===== config.mk =====
export PLATFORM = sky130hd
export DESIGN_NAME = seq_signed_divider_flat
export DESIGN_NICKNAME = d
export VERILOG_FILES = /design/src/rtl/seq_signed_divider_if.sv /design/src/rtl/seq_signed_divider.sv /design/src/flat_wrapper.sv
export SDC_FILE = /design/constraint.sdc
export NUM_CORES = 1
export LEC_CHECK = 0
export CAP_MARGIN = 0
export CORE_ASPECT_RATIO = 1.2
export CORE_MARGIN = 5
export CORE_UTILIZATION = 47
export DETAILED_ROUTE_END_ITERATION = 8
export DONT_BUFFER_PORTS = 1
export PLACE_DENSITY = 0.59
export SETUP_SLACK_MARGIN = 0.05
export SYNTH_ARGS = -nofsm -noshare
export SYNTH_HDL_FRONTEND = slang
export SYNTH_SLANG_ARGS = --single-unit

===== constraint.sdc =====
create_clock -name clk -period 4.8 [get_ports clk]
set_input_delay 1.44 -clock clk [delete_from_list [all_inputs] [get_ports clk]]
set_output_delay 1.44 -clock clk [all_outputs]
set_load 0.02 [all_outputs]

===== src/rtl/seq_signed_divider_if.sv =====
// seq_signed_divider_if: start/busy/done handshake and operand/result bundle for the divider.
interface seq_signed_divider_if #(parameter int WIDTH = 16);
    logic             start;
    logic [WIDTH-1:0] dividend;
    logic [WIDTH-1:0] divisor;
    logic             busy;
    logic             done;
    logic [WIDTH-1:0] quotient;
    logic [WIDTH-1:0] remainder;
    logic             div_by_zero;
    logic             overflow;
    modport master (
        output start, dividend, divisor,
        input  busy, done, quotient, remainder, div_by_zero, overflow
    );
    modport slave (
        input  start, dividend, divisor,
        output busy, done, quotient, remainder, div_by_zero, overflow
    );
endinterface


===== src/rtl/seq_signed_divider.sv =====
// seq_signed_divider: radix-2 restoring signed divider, truncating toward zero, start/busy/done handshake.
module seq_signed_divider #(parameter int WIDTH = 16) (
    input logic clk,
    input logic rst,
    seq_signed_divider_if.slave bus
);
    localparam logic [1:0] IDLE = 2'd0;
    localparam logic [1:0] CALC = 2'd1;
    localparam logic [1:0] FIX  = 2'd2;
    localparam int CW = $clog2(WIDTH + 1);
    logic [1:0]       state;
    logic [CW-1:0]    count;
    logic [WIDTH:0]   p, d_mag, a_mag, b_mag, shifted;
    logic [WIDTH+1:0] t;
    logic [WIDTH-1:0] qm, dvd;
    logic             sign_q, sign_r, dz, ov;
    // Magnitudes carry one extra bit so |MIN| needs no special casing.
    always_comb begin
        a_mag   = bus.dividend[WIDTH-1] ? -{1'b1, bus.dividend} : {1'b0, bus.dividend};
        b_mag   = bus.divisor[WIDTH-1] ? -{1'b1, bus.divisor} : {1'b0, bus.divisor};
        shifted = {p[WIDTH-1:0], qm[WIDTH-1]};
        t       = {1'b0, shifted} - {1'b0, d_mag};
    end
    always_ff @(posedge clk or posedge rst) begin
        if (rst) begin
            state           <= IDLE;
            count           <= '0;
            p               <= '0;
            d_mag           <= '0;
            qm              <= '0;
            dvd             <= '0;
            sign_q          <= 1'b0;
            sign_r          <= 1'b0;
            dz              <= 1'b0;
            ov              <= 1'b0;
            bus.busy        <= 1'b0;
            bus.done        <= 1'b0;
            bus.quotient    <= '0;
            bus.remainder   <= '0;
            bus.div_by_zero <= 1'b0;
            bus.overflow    <= 1'b0;
        end else begin
            bus.done <= 1'b0;
            if (state == IDLE) begin
                if (bus.start) begin
                    qm       <= a_mag[WIDTH-1:0];
                    d_mag    <= b_mag;
                    dvd      <= bus.dividend;
                    sign_q   <= bus.dividend[WIDTH-1] ^ bus.divisor[WIDTH-1];
                    sign_r   <= bus.dividend[WIDTH-1];
                    p        <= '0;
                    count    <= CW'(WIDTH);
                    bus.busy <= 1'b1;
                    dz       <= bus.divisor == '0;
                    ov       <= bus.dividend == {1'b1, {(WIDTH-1){1'b0}}} && bus.divisor == '1;
                    state    <= (bus.divisor == '0) ? FIX : CALC;
                end
            end else if (state == CALC) begin
                p     <= t[WIDTH+1] ? shifted : t[WIDTH:0];
                qm    <= {qm[WIDTH-2:0], ~t[WIDTH+1]};
                count <= count - 1'b1;
                state <= (count == CW'(1)) ? FIX : CALC;
            end else begin
                bus.quotient    <= dz ? '1 : (sign_q ? -qm : qm);
                bus.remainder   <= dz ? dvd : (sign_r ? -p[WIDTH-1:0] : p[WIDTH-1:0]);
                bus.div_by_zero <= dz;
                bus.overflow    <= ov & ~dz;
                bus.done        <= 1'b1;
                bus.busy        <= 1'b0;
                state           <= IDLE;
            end
        end
    end
endmodule


===== src/flat_wrapper.sv =====
// flat-port wrapper written by rule: the top's interface ports become plain ports
module seq_signed_divider_flat 
#(parameter int WIDTH = 16)
  (clk, rst, bus_start, bus_dividend, bus_divisor, bus_busy, bus_done, bus_quotient, bus_remainder, bus_div_by_zero, bus_overflow);
  seq_signed_divider_if #(.WIDTH(WIDTH)) bus_i ();
  input logic clk;
  input logic rst;
  input wire logic [$bits(bus_i.start)-1:0] bus_start;
  input wire logic [$bits(bus_i.dividend)-1:0] bus_dividend;
  input wire logic [$bits(bus_i.divisor)-1:0] bus_divisor;
  output wire logic [$bits(bus_i.busy)-1:0] bus_busy;
  output wire logic [$bits(bus_i.done)-1:0] bus_done;
  output wire logic [$bits(bus_i.quotient)-1:0] bus_quotient;
  output wire logic [$bits(bus_i.remainder)-1:0] bus_remainder;
  output wire logic [$bits(bus_i.div_by_zero)-1:0] bus_div_by_zero;
  output wire logic [$bits(bus_i.overflow)-1:0] bus_overflow;
  assign bus_i.start = bus_start;
  assign bus_i.dividend = bus_dividend;
  assign bus_i.divisor = bus_divisor;
  assign bus_busy = bus_i.busy;
  assign bus_done = bus_i.done;
  assign bus_quotient = bus_i.quotient;
  assign bus_remainder = bus_i.remainder;
  assign bus_div_by_zero = bus_i.div_by_zero;
  assign bus_overflow = bus_i.overflow;
  seq_signed_divider #(.WIDTH(WIDTH)) u_core (.clk(clk), .rst(rst), .bus(bus_i));
endmodule

# Word level (Yosys, flattened, before mapping)
# Cells that the tools add are included.
# W data, S select, Z words.
word_totals:
  output_inout_bits: 36
  wordCells: 68
  in_bits: 35
  regBits: 112
op_classes:
  n_reduce_logical: 8
  add_sub_neg: 6
  bitwise: 6
  eq_ne: 6
  muxes: 26
op_table:
  columns: ["operator", "n"]
  rows:
  - ["$mux W16", 12]
  - ["$neg A16 Y16", 3]
  - ["$eq A16 B16 Y1 const B", 2]
  - ["$sub A17 B17 Y18", 1]
  - ["$mux W17", 1]
  - ["$neg A17 Y17", 1]
  - ["$logic_not A16 Y1", 1]
  - ["$mux W5", 3]
  - ["$mux W2", 5]
  - ["$reduce_and A2 Y1", 4]
  - ["$eq A5 B1 Y1 const B", 1]
  - ["$mux W1", 5]
  - ["$sub A5 B1 Y5 const B", 1]
  - ["$not A1 Y1", 4]
  - ["$eq A2 B1 Y1 const B", 1]
  - ["$logic_not A2 Y1", 1]
  - ["$ne A2 B1 Y1 const B", 1]
  - ["$ne A2 B2 Y1 const B", 1]
  - ["$reduce_bool A2 Y1", 1]
  - ["$and A1 B1 Y1", 1]
  - ["$logic_and A1 B1 Y1", 1]
  - ["$xor A1 B1 Y1", 1]

# Depth between registers and ports, before layout
depth:
  ltp_word: 4
  depth_mapped: 11
  ltp_nobuf: 10

# Worst setup path after synthesis
# Ideal clock, no wire load.
synth_path:
  kind: "input to register"
  start: "in bus_divisor[0]"
  end: "reg u_core.state[1]"
  required_ps: 4722
  setup_time_ps: 78
  setup_slack_ps: 1581
  stages: 8
  t_arrival_ps: 3141
  path_cell_list: "inv_1 ha_1 nand2_1 or2_2 nand2b_1 or4_4 or3b_1 a21oi_1"
synth_via:
  elab_chain_len: 4
synth_rtl:
  columns: ["element", "line", "text"]
  rows:
  - ["start: declaration", "flat_wrapper.sv:10", "input wire logic [$bits(bus_i.divisor)-1:0] bus_divisor;"]
  - ["$logic_not A16 Y1", "seq_signed_divider.sv:56", "state <= (bus.divisor == '0) ? FIX : CALC;"]
  - ["$mux W2", "seq_signed_divider.sv:56", null]
  - ["$mux W2", "seq_signed_divider.sv:45", "if (bus.start) begin"]
  - ["$mux W2", "seq_signed_divider.sv:44", "if (state == IDLE) begin"]
  - ["end signal: assignment", "seq_signed_divider.sv:56", null]
  - ["end signal: assignment", "seq_signed_divider.sv:62", "state <= (count == CW'(1)) ? FIX : CALC;"]
  - ["end: declaration", "seq_signed_divider.sv:11", "logic [1:0] state;"]
# No other way between the ends. The select of a mux whose other input is x is not followed.
# A chain may end at the register's enable or synchronous reset.

# Worst setup path after layout
layout_path:
  start: "reg u_core.p[10]"
  end: "reg u_core.p[12]"
layout_via:
  elab_chain_len: 4
layout_rtl:
  columns: ["element", "line", "text"]
  rows:
  - ["start: declaration", "seq_signed_divider.sv:13", "logic [WIDTH:0] p, d_mag, a_mag, b_mag, shifted;"]
  - ["start signal: assignment", "seq_signed_divider.sv:59", "p <= t[WIDTH+1] ? shifted : t[WIDTH:0];"]
  - ["$sub A17 B17 Y18", "seq_signed_divider.sv:22", "t = {1'b0, shifted} - {1'b0, d_mag};"]
  - ["$mux W16", "seq_signed_divider.sv:59", null]
  - ["$mux W16", "seq_signed_divider.sv:58", "end else if (state == CALC) begin"]
  - ["$mux W16", "seq_signed_divider.sv:44", null]
# No other way between the ends. The select of a mux whose other input is x is not followed.

==> metrics.md <==
| Metric | Value |
|---|---|
| Detailed Routing Iterations Pass 1 | `5` |
| Crit path launch type | `flop` |
| # fillers | `1304` |
| Register area | `2780 sq um` |
| Worst reg-to-reg path cell count | `8` |
| DIE WIDTH | `118 um` |
| Req. time, crit path | `5020 ps` |
| Final wirelength | `17700 um` |
| Post-DP HPWL | `13400 um` |
| I/O pin total | `71` |
| Gpl congestion | `0.904` |
| VDD IR max | `421 uV` |
| Ys flop type | `dfrtp_1` |
| Final Max Tran Viols | `0` |
| Mapped cell area | `6630 sq um` |
| Core Util, Final | `50.9%` |
| CTS root buffer | `clkbuf_16` |
| #FFs+latches synth | `111` |
| Critical path depth | `8` |
| CTS resizes | `0` |
| Die Footprint | `16600 sq um` |
| # DRC | `0` |
| Clock Skew | `9.78 ps` |
| P_leak | `3.01 nW` |
| Seq/Total Area, Yosys | `41.9%` |
| Cells after synthesis | `755` |
| Vias post-DR | `5340` |
| Initial Util | `47.9%` |
| CTS tree | `yes` |
| Syn nets | `815` |
| Yosys Warn Count | `0` |
| Worst-path clk slew | `80 ps` |
| Gr ovfl total | `0` |
| Reg2reg setup slack | `1690 ps` |
| Vias in the first global route | `5263` |
| Crit Reg-Reg Endpoint | `u_core.p[12]` |
| Worst Path Arrival | `3330 ps` |
| Critical-path cell list | `ha_1, nand2_1, or4_1, a211oi_1, and3b_1, and2_0, a31oi_1, o21ai_0` |
| RSZ-0062 raised after global routing | `false` |
| Crit share post-route | `64.8%` |
| Pwr dens | `762 nW/um^2` |
| Num CTS Buffers | `9` |
| Ant. Diodes | `0` |
| Initial antenna violation count | `0` |
| Total design power | `5.35 mW` |
| Area grow syn2layout | `6.12%` |
| Core Box Area | `13800 sq um` |
| WL/cell | `19.5 um` |
| Final-report hold violation count | `0` |
| CP endpoint | `u_core.p[12]` |
| Vias/cell | `5.87` |
| Worst skew pair latency | `360 ps` |
| Post-Route Setup TNS | `0 ps` |
| Largest net degree at the start of global routing | `63` |
| Asr flop ratio synth | `100%` |
| Worst Setup SP | `u_core.p[10]` |
| Clock Path Buffers | `2` |
| Slew @ Worst Pin | `1020 ps` |
| Slowest library cell on the worst path | `or4_1` |
| Post-CTS Hold Buffers | `0` |
| Hold crit path type | `reg2reg` |
| # setup viols final | `0` |
| DRT iter0 DRCs | `381` |
| H-Tree Depth | `3` |
| Setup crit end kind | `flop` |
| Number of enable flip-flop cells after synthesis | `0` |
| Delay-heaviest family, CP | `simple AND/OR/NAND/NOR gates` |
| Final Net Count | `793` |
| First-pass GRT wire length | `28600 um` |
| Synth cell types | `59` |
| IO buf count | `0` |
| # Post-CTS Setup Buffers | `0` |
| Reg-to-reg startpoint | `u_core.p[10]` |
| Die Y | `140 um` |
| Setup CP Type | `reg2reg` |
| Max Cap Viol | `0` |
| Mean area per synthesized cell | `8.78 sq um` |
| Footprint of the multi-input gates | `3530 sq um` |
| Worst-path maximum fanout | `18` |
| Sink Count | `111` |
| Slew margin rel. | `31.6%` |
| GRT Overall Usage | `21.5%` |
| Post-DRT Antenna Nets | `0` |
| Max Freq | `0.321 GHz` |
| Final min period | `3110 ps` |
| CP bufs+invs | `0` |
| Site row count | `47` |
| Layout cells sized above 1 | `5.83%` |
| Outcome | `finished, final reports clean` |
| Max incr delay on CP | `620 ps` |
[sequential cells by signal (all words and copies together) (netlist names), 2 cells and up]
name and cells:
u_core.bus.quotient 16, u_core.bus.remainder 16, u_core.count 5, u_core.d_mag 17
u_core.dvd 16, u_core.p 16, u_core.qm 16, u_core.state 2
[Yosys cell counts, types with 6 or more instances]
master / instances / share of area (%)
nor2b_1: 10 / 0.94
nor3_1: 7 / 0.53
o21ai_0: 86 / 6.5
nand2_1: 135 / 7.6
nand3_1: 12 / 0.91
o31ai_1: 12 / 1.4
ha_1: 24 / 4.5
mux2i_1: 6 / 0.91
dfrtp_1: 111 / 42
o22a_1: 12 / 1.6
mux2_2: 12 / 2.0
o22ai_1: 8 / 0.76
nand2b_1: 10 / 0.94
a32oi_1: 7 / 0.93
inv_1: 39 / 2.2
o41ai_1: 6 / 0.79
xor2_1: 44 / 5.8
clkbuf_1: 34 / 1.9
a22oi_1: 9 / 1.0
xnor2_1: 23 / 3.0
or4_1: 7 / 0.79
o221ai_1: 7 / 0.93
nor2_1: 37 / 2.1
a21oi_1: 32 / 2.4
[worst reg2reg max path, cell delays in order (launching register included)]
cell      delay [ps]
dfrtp_1          470
ha_1             430
nand2_1          140
or4_1            620
a211oi_1         330
and3b_1          450
and2_0           270
a31oi_1          160
o21ai_0          100
[stage by stage]
stage	setup WS [ps]	instance area (sq um)	std cells	hold slack [ps]
after floorplan	429	6630	755	445
after global placement	1460	6730	893	462
after detailed placement	1420	6730	893	462
after CTS	1710	7030	909	486
after global routing	1580	7030	909	494
final	1690	7030	909	483
[cell type report]
cell class                 instances  share of cell area [%]
multi-input combinational        565                    50.3
clock buffer                       9                    3.20
inverter                          39                    2.12
sequential                       111                    39.5
tap                              171                    3.04
clock inverter                     7                    1.10
timing repair buffer               7                   0.747
[layer usage]
| metal | vias to the layer above | wire length (um) | global-route usage, % |
|---|---|---|---|
| met5 | - | 0 | 0 |
| met4 | 0 | 478 | 8.12 |
| met3 | 25 | 717 | 3.79 |
| met2 | 123 | 9390 | 39.2 |
| met1 | 2595 | 7130 | 25.1 |
| li1 | 2597 | - | - |
[where the power goes]
group	internal [mW]	switching, mW	leakage (nW)
Combinational	1.06	1.47	1.52
Sequential	1.37	0.660	1.34
Clock	0.412	0.378	0.147
Total	2.84	2.51	3.01
[worst min-delay path by stage]
stage                     startpoint          endpoint  slack [ps]  depth (start not counted)
CTS                   u_core.dvd[12]    u_core.dvd[12]         490                          2
detailed placement     u_core.dvd[5]     u_core.dvd[5]         460                          2
finish              u_core.d_mag[11]  u_core.d_mag[11]         480                          2
floorplan             u_core.dvd[11]    u_core.dvd[11]         450                          2
global placement       u_core.dvd[9]     u_core.dvd[9]         460                          2
global route           u_core.dvd[2]     u_core.dvd[2]         490                          2
[placed cells by master, fill, tap and decap left out, types with 7 or more instances in the layout]
cell type / Yosys / final
nor3_1: 7 / 7
nor2_1: 37 / 37
ha_1: 24 / 24
nand2_1: 135 / 135
a21oi_1: 32 / 32
mux2_2: 12 / 12
o22a_1: 12 / 12
o221ai_1: 7 / 7
nand2b_1: 10 / 10
inv_1: 39 / 38
o22ai_1: 8 / 8
nor2b_1: 10 / 10
o21ai_0: 86 / 86
dfrtp_1: 111 / 110
a22oi_1: 9 / 9
buf_4: 0 / 7
xor2_1: 44 / 44
a32oi_1: 7 / 7
nand3_1: 12 / 12
clkbuf_16: 0 / 9
or4_1: 7 / 7
xnor2_1: 23 / 23
o31ai_1: 12 / 12
[kinds of logic (layout without fill, tap and decap cells)]
logic type               Yosys count  after routing  synth area share, %
AO/OA/AOI/OAI                    198            198                 18.5
AND/OR/NAND/NOR                  257            257                 18.2
XOR/XNOR                          67             67                 8.86
adder cells (fa/ha/maj)           25             25                 4.83
buffers and inverters             79             62                 4.74
flip-flops                       111            111                 41.9
multiplexers                      18             18                 2.95
Power figures use the tool's default switching activity.
